===== config.mk =====
export PLATFORM = sky130hd
export DESIGN_NAME = pmem_arbiter
export DESIGN_NICKNAME = d
export VERILOG_FILES = /design/src/rtl/pmem_arbiter.sv
export SDC_FILE = /design/constraint.sdc
export NUM_CORES = 1
export LEC_CHECK = 0
export CAP_MARGIN = 20
export CORE_AREA = 8 8 269 271
export DETAILED_ROUTE_END_ITERATION = 12
export DIE_AREA = 0 0 277 279
export MAX_ROUTING_LAYER = met4
export PLACE_DENSITY_LB_ADDON = 0.15
export SLEW_MARGIN = 20
export SYNTH_ARGS = -nofsm -noshare
export SYNTH_HDL_FRONTEND = slang
export SYNTH_SLANG_ARGS = --single-unit

===== constraint.sdc =====
create_clock -name clk -period 1.55 [get_ports clk]
set_input_delay 0.31 -clock clk [delete_from_list [all_inputs] [get_ports clk]]
set_output_delay 0.31 -clock clk [all_outputs]
set_load 0.05 [all_outputs]

===== src/rtl/pmem_arbiter.sv =====
// Arbitrates one physical-memory port between I-cache fills and D-cache fills/writebacks.
// D-cache wins by default; a streak counter forces an I grant after MAX_D_STREAK D wins.
module pmem_arbiter #(
   parameter int LINE_WIDTH   = 128,
   parameter int ADDR_WIDTH   = 16,
   parameter int MAX_D_STREAK = 4
) (
   input  logic                  clk,
   input  logic                  reset,
   input  logic                  i_pmem_read,
   input  logic [ADDR_WIDTH-1:0] i_pmem_address,
   output logic [LINE_WIDTH-1:0] i_pmem_rdata,
   output logic                  i_pmem_resp,
   input  logic                  d_pmem_read,
   input  logic                  d_pmem_write,
   input  logic [ADDR_WIDTH-1:0] d_pmem_address,
   input  logic [LINE_WIDTH-1:0] d_pmem_wdata,
   output logic [LINE_WIDTH-1:0] d_pmem_rdata,
   output logic                  d_pmem_resp,
   output logic                  pmem_read,
   output logic                  pmem_write,
   output logic [ADDR_WIDTH-1:0] pmem_address,
   output logic [LINE_WIDTH-1:0] pmem_wdata,
   input  logic [LINE_WIDTH-1:0] pmem_rdata,
   input  logic                  pmem_resp,
   output logic [1:0]            dbg_state,
   output logic [3:0]            dbg_streak
);

   typedef enum logic [1:0] {
      IDLE  = 2'd0,
      GNT_I = 2'd1,
      GNT_D = 2'd2
   } state_t;

   localparam logic [3:0] STREAK_MAX = 4'(MAX_D_STREAK);

   state_t     state;
   state_t     state_next;
   logic [3:0] streak;
   logic [3:0] streak_next;
   logic       d_req;

   assign d_req = d_pmem_read | d_pmem_write;

   always_ff @(posedge clk or posedge reset) begin
      if (reset) begin
         state  <= IDLE;
         streak <= 4'd0;
      end else begin
         state  <= state_next;
         streak <= streak_next;
      end
   end

   // A dropped request ends the grant early; any late pmem_resp then lands in IDLE and is dropped.
   always_comb begin
      state_next  = state;
      streak_next = streak;
      case (state)
         IDLE: begin
            if (d_req && i_pmem_read)
               state_next = (streak < STREAK_MAX) ? GNT_D : GNT_I;
            else if (d_req)
               state_next = GNT_D;
            else if (i_pmem_read)
               state_next = GNT_I;

            if (!i_pmem_read || state_next == GNT_I)
               streak_next = 4'd0;
            else if (state_next == GNT_D)
               streak_next = (streak >= STREAK_MAX) ? STREAK_MAX : streak + 4'd1;
         end
         GNT_I: begin
            if (!i_pmem_read || pmem_resp)
               state_next = IDLE;
         end
         GNT_D: begin
            if (!d_req || pmem_resp)
               state_next = IDLE;
         end
         default: state_next = IDLE;
      endcase
   end

   always_comb begin
      pmem_read    = 1'b0;
      pmem_write   = 1'b0;
      pmem_address = '0;
      pmem_wdata   = '0;
      case (state)
         GNT_I: begin
            pmem_read    = 1'b1;
            pmem_address = i_pmem_address;
         end
         GNT_D: begin
            pmem_read    = d_pmem_read;
            pmem_write   = d_pmem_write;
            pmem_address = d_pmem_address;
            pmem_wdata   = d_pmem_wdata;
         end
         default: ;
      endcase
   end

   assign i_pmem_rdata = pmem_rdata;
   assign d_pmem_rdata = pmem_rdata;
   assign i_pmem_resp  = pmem_resp & (state == GNT_I);
   assign d_pmem_resp  = pmem_resp & (state == GNT_D);
   assign dbg_state    = state;
   assign dbg_streak   = streak;

endmodule


# Word level (Yosys, flattened, before mapping)

Cells that the tools add are included.

Bits in latches: 0
Memories kept: 0
Input bits: 294
ROM bits: 0
Register bits: 6
Memory bits (writable): 0
Word-level logic and storage cells: 39

Shifts and indexed selects: 0
Reduce and logical (&&, ||, !) cells: 10
Equal/unequal tests: 6
Divide/modulo/power cells: 0
Add/subtract/negate cells: 1
Bitwise operators: 3
Multiply operators: 0
Order comparisons: 2
Mux-type cells: 15

Operator list:

| operator            | count |
|---|---|
| $mux 128            | 1 |
| $pmux 16 s2         | 1 |
| $mux 2              | 7 |
| $mux 4              | 3 |
| $pmux 2 s3          | 1 |
| $add 4x1->4 const B | 1 |
| $eq 2x1->1 const B  | 2 |
| $eq 2x2->1 const B  | 2 |
| $ge 4x3->1 const B  | 1 |
| $lt 4x3->1 const B  | 1 |
| $ne 2x2->1 const B  | 2 |
| $reduce_and 2->1    | 2 |
| $logic_or 1x1->1    | 3 |
| $and 1x1->1         | 2 |
| $logic_not 1->1     | 2 |
| $logic_not 2->1     | 1 |
| $pmux 1 s2          | 1 |
| $reduce_bool 2->1   | 1 |
| $logic_and 1x1->1   | 1 |
| $mux 1              | 1 |
| $or 1x1->1          | 1 |

# Logic depth before layout (Yosys ltp)

Depth after elaboration: 8
Mapped depth: 6
Mapped depth without buffers: 5

# Worst setup path before layout

Ideal clock, no wire load.

Path kind: flip-flop to output port
Start point: register state[0], in the netlist dbg_state[0]
End point: output pmem_address[0]
Cell stages (with the launch flop): 5
Required time: 1.240 ns
Path slack: -0.894 ns
Data arrival time: 2.134 ns
Path buffers: 1
Cell sequence: dfrtp_1 inv_1 ha_1 clkbuf_1 nor2b_1

Cells in the longest elaborated chain, start to end: 2
Elaborated cells on any way between the ends: 3
Classes of those cells: 2 x eq/ne; 1 x mux

Ends and longest elaborated chain:

| item                                     | RTL line | source |
|---|---|---|
| start, declared                          | 38       | `state_t state;` |
| start signal, assigned                   | 51       | `state <= state_next;` |
| $eq 2x2->1 or $eq 2x1->1 (tied branches) | 91       | `case (state)` |
| $pmux 16 s2 (*)                          | 91       |  |
| end, declared                            | 22       | `output logic [ADDR_WIDTH-1:0] pmem_address,` |

Mark *: on every way between the ends. The rest lies on a longest branch, timed or not.

# Worst setup path in the final report

Start point: register state[0], in the netlist dbg_state[0]
End point: output pmem_wdata[110]

Cells in the longest elaborated chain, start to end: 2

Ends and longest elaborated chain:

| item          | RTL line | source |
|---|---|---|
| $eq 2x2->1    | 91       |  |
| $mux 128      | 91       |  |
| end, declared | 23       | `output logic [LINE_WIDTH-1:0] pmem_wdata,` |

No other way between the ends.

==> run summary <==
The synthesized net count came out at 776. In this run the clock root is driven by a sky130_fd_sc_hd__clkbuf_16. The critical path contains buffers and inverters numbering 5 combined. Sorting the synthesized cells by area gives the leading types as sky130_fd_sc_hd__buf_4 (55%), sky130_fd_sc_hd__and2_1 (23%), sky130_fd_sc_hd__dfrtp_1 (4.3%). The number of violations of the max-capacitance limit came out at 0.

The arrival time reported for the critical path endpoint came out at 1.63 ns. The CTS buffer count came out at 3. The number of failing hold endpoints at the final stage is 0. The initial antenna violation count came to 1. Setup total negative slack on the finished layout was measured at -44.45 ns.

The final period utilization came out at 125.1%. Summed over all cells, the static leakage comes to 3.180 nW. The synthesized design spends more area on one cell type than any other, namely sky130_fd_sc_hd__buf_4. The number of global-route vias before repair is around 3,800.

After detailed routing, the average wire length per cell comes to 15.00 um. The core outline area came out at between 0.06 and 0.07 mm^2. The cell family contributing the most delay on the critical path is buffers and inverters. In this run the worst hold path is classified as in2async. The maximum vdd ir drop is around 770 uV.

The fraction of final layout cells sized beyond drive strength 1 came out at 65.41%. The effective utilization at floorplan came out at 5.102%. The worst setup path is of the reg2out kind.

The die area came out at roughly 0.077 mm^2. Setup violations remaining at the end of the flow were counted as between 100 and 150. Of all flip-flops after synthesis, the portion carrying an async set or reset was 100.0%. Headroom to the max-slew limit came out at between 70 and 80%. The largest fanout on the critical path is 6.

Using the TritonRoute via totals, the vias-per-cell ratio works out to roughly 2.3. Sequential elements use 4.329% of the synthesized area. TritonCTS built the clock tree. By count the netlist is led by sky130_fd_sc_hd__buf_4 (256), sky130_fd_sc_hd__and2_1 (129), sky130_fd_sc_hd__nor2b_1 (18). The detailed-routing iteration count for the pre-antenna-repair pass came out at 4.

The synthesized area came out at around 0.0035 mm^2. In this run, the number of DRC markers left after iteration 0 of detailed routing was 40. Across all setup checks in the final design, the least slack found is -0.3888 ns. The worst setup path is captured at an output port.

The via count came out at about 3,300. The DRC violations left came out at 0. The number of different library cells in the post-synthesis netlist came out at 30. The cell area power density came out at 1899 mW/mm^2. The maximum buffer depth of the clock tree is 2.

The maximum level of the CTS H-tree came out at 1. The flip-flop and latch count after synthesis is 6. The minimum clock period after layout came out at about 1.9 ns. The most prevalent standard cell on the critical path is sky130_fd_sc_hd__buf_12. The remaining global-route overflow is 0. The height of the die is between 200 and 300 um. For the pin with the worst max-slew slack, the measured transition is between 0.3 and 0.4 ns. The critical path's largest stage delay came out at 0.42 ns. The clock insertion delay at the later pin of the skew report came out at 0.23 ns. The flow ran to the end, but the final reports show violations.

The most common cell in the synthesized netlist is sky130_fd_sc_hd__buf_4. The worst setup path is launched from a flip-flop. For this run, the leading register cell type out of synthesis is sky130_fd_sc_hd__dfrtp_1. The weighted congestion at the end of routability-driven global placement is 0.6417. For this run, the number of Yosys warnings is 0.

The number of pins exceeding their max-slew limit in the final report came out at 0. The count of mapped cells out of synthesis is between 400 and 500. The critical path goes through inv_4, ha_4, buf_8, buf_12, clkbuf_16, and2_4, buf_12. Row generation in the floorplan step produced 96 rows. The clock arrives with between 0.002 and 0.0025 ns of skew.

Among all stages on the critical path, the largest delay is contributed by sky130_fd_sc_hd__dfrtp_2. The total design power is 0.01616 W. For this run, the total global-route usage over all layers was measured as between 5 and 6%. The total clock sinks is 6. The wire-length estimate of the detail-placed layout is 17,350 um. The maximum number of pins on one net before global-route repair came out at 44. The fmax is roughly 520 MHz. The layout filler cell count is approximately 7,700. The final net count came out at ~860.

The data required time of the critical path is about 1.2 ns. The floorplan step set the die width to about 280 um. The detailed-route wire length is ~22,000 um. The average cell area after synthesis is slightly above 7 um^2. Setup repair after global routing could not meet its margin everywhere. The number of I/O pins came out at between 700 and 800. After clock tree synthesis, the clock-pin slew on the worst setup and hold paths is about 0.030 ns. The first global-routing pass estimated just under 30,000 um of wire. The checks that failed: setup timing.

The count of input and output buffers is around 320. The area growth from synthesis to layout is 145.3%. The synthesized design devotes to its leading area cell type 55.41% of total area. The hold slack came out at just over 0.3 ns. The number of synthesized flops with an enable pin came out at 0.

The number of nets with antenna violations after detailed routing came out at 0.
-- registers in the layout, indices dropped and copies added (netlist names) --
signal      flops
dbg_streak      4
dbg_state       2
-- cell type report --
class,instances,area [um^2],share of cell area (%)
timing repair buffer,352,5321,62.54
inverter,4,17.52,0.2059
tap,882,1104,12.97
sequential,6,152.6,1.794
multi-input combinational,192,1829,21.50
clock buffer,4,78.83,0.9265
antenna,2,5.005,0.05882
-- per-stage QoR --
step,util [%],worst slack (ns),cells,instance area (um^2)
floorplan,-,-0.1981,477,3925
global placement,11.54,-0.2262,1414,7849
detailed placement,11.54,-0.2077,1414,7849
CTS,12.17,-0.4480,1432,8277
global route,12.51,-0.4594,1441,8506
finish,12.51,-0.3888,1442,8508
-- cells in the final DEF (no fill, tap or decap), types with 2 or more instances in the layout --
master	n
sky130_fd_sc_hd__clkdlybuf4s50_1	165
sky130_fd_sc_hd__buf_12	161
sky130_fd_sc_hd__and2_4	98
sky130_fd_sc_hd__and2_2	33
sky130_fd_sc_hd__nor2b_4	17
sky130_fd_sc_hd__a22oi_2	16
sky130_fd_sc_hd__buf_4	10
sky130_fd_sc_hd__clkbuf_16	9
sky130_fd_sc_hd__buf_16	6
sky130_fd_sc_hd__dfrtp_1	4
sky130_fd_sc_hd__ha_4	3
sky130_fd_sc_hd__buf_8	3
sky130_fd_sc_hd__diode_2	2
sky130_fd_sc_hd__nand2b_1	2
sky130_fd_sc_hd__nand2_1	2
sky130_fd_sc_hd__inv_1	2
sky130_fd_sc_hd__a22o_1	2
sky130_fd_sc_hd__ha_1	2
sky130_fd_sc_hd__dfrtp_2	2
-- worst register-to-register path: stages, from the launching register on --
cell and delay [ns]:
sky130_fd_sc_hd__dfrtp_2 0.42, sky130_fd_sc_hd__buf_4 0.15, sky130_fd_sc_hd__ha_4 0.17, sky130_fd_sc_hd__clkbuf_16 0.18, sky130_fd_sc_hd__and4b_1 0.19, sky130_fd_sc_hd__a311oi_1 0.21, sky130_fd_sc_hd__o21ai_1 0.10
-- cell families (layout without fill, tap and decap cells) --
logic type	Yosys count	count (layout)	synth area share [%]
buf+inv	279	360	58.51
simple gates	160	160	29.44
compound gates	26	26	5.592
flops	6	6	4.329
fa+ha+maj	5	5	1.804
mux	1	1	0.3247
other cells	0	2	0
-- what timing repair did --
| item | 4_1_cts | 5_1_grt |
|---|---|---|
| gates cloned | 6 | 8 |
| gates resized for setup | 45 | 29 |
| endpoints found under the setup margin | 148 | 150 |
| pin swaps | 28 | 25 |
| buffers inserted | 9 | 1 |
| hold buffers | 0 | 0 |
-- power breakdown --
part / internal, W / leakage, nW / total [W] / switching [W]
clock: 0.000341 / 0.0382 / 0.000424 / 0.0000830
sequential: 0.000206 / 0.0772 / 0.000275 / 0.0000693
combinational: 0.00791 / 3.06 / 0.0155 / 0.00755
-- metal layers --
metal  wire (um)  GRT usage, %  vias to the layer above
li1            -             -                     1389
met2        8726         6.769                      500
met5           0             -                        -
met1        8004         5.456                     1371
met4         229        0.8735                        0
met3        4667         5.201                       13
-- path summary, 6_finish.rpt --
check | startpoint | endpoint | slack (ns) | cells past startpoint
setup reg to reg | dbg_state[0]$_DFFE_PP0P_ | dbg_state[0]$_DFFE_PP0P_ | 0.01 | 6
hold reg to reg | dbg_streak[1]$_DFFE_PP0P_ | dbg_streak[1]$_DFFE_PP0P_ | 0.62 | 1
setup / recovery | dbg_state[0]$_DFFE_PP0P_ | pmem_wdata[110] | -0.39 | 7
max in group asynchronous | reset | dbg_state[0]$_DFFE_PP0P_ | 1.03 | 2
hold / removal | reset | dbg_streak[3]$_DFFE_PP0P_ | 0.31 | 2
min in group clk | pmem_rdata[28] | d_pmem_rdata[28] | 0.62 | 0
No activity file was read; power rests on OpenSTA's default activity.
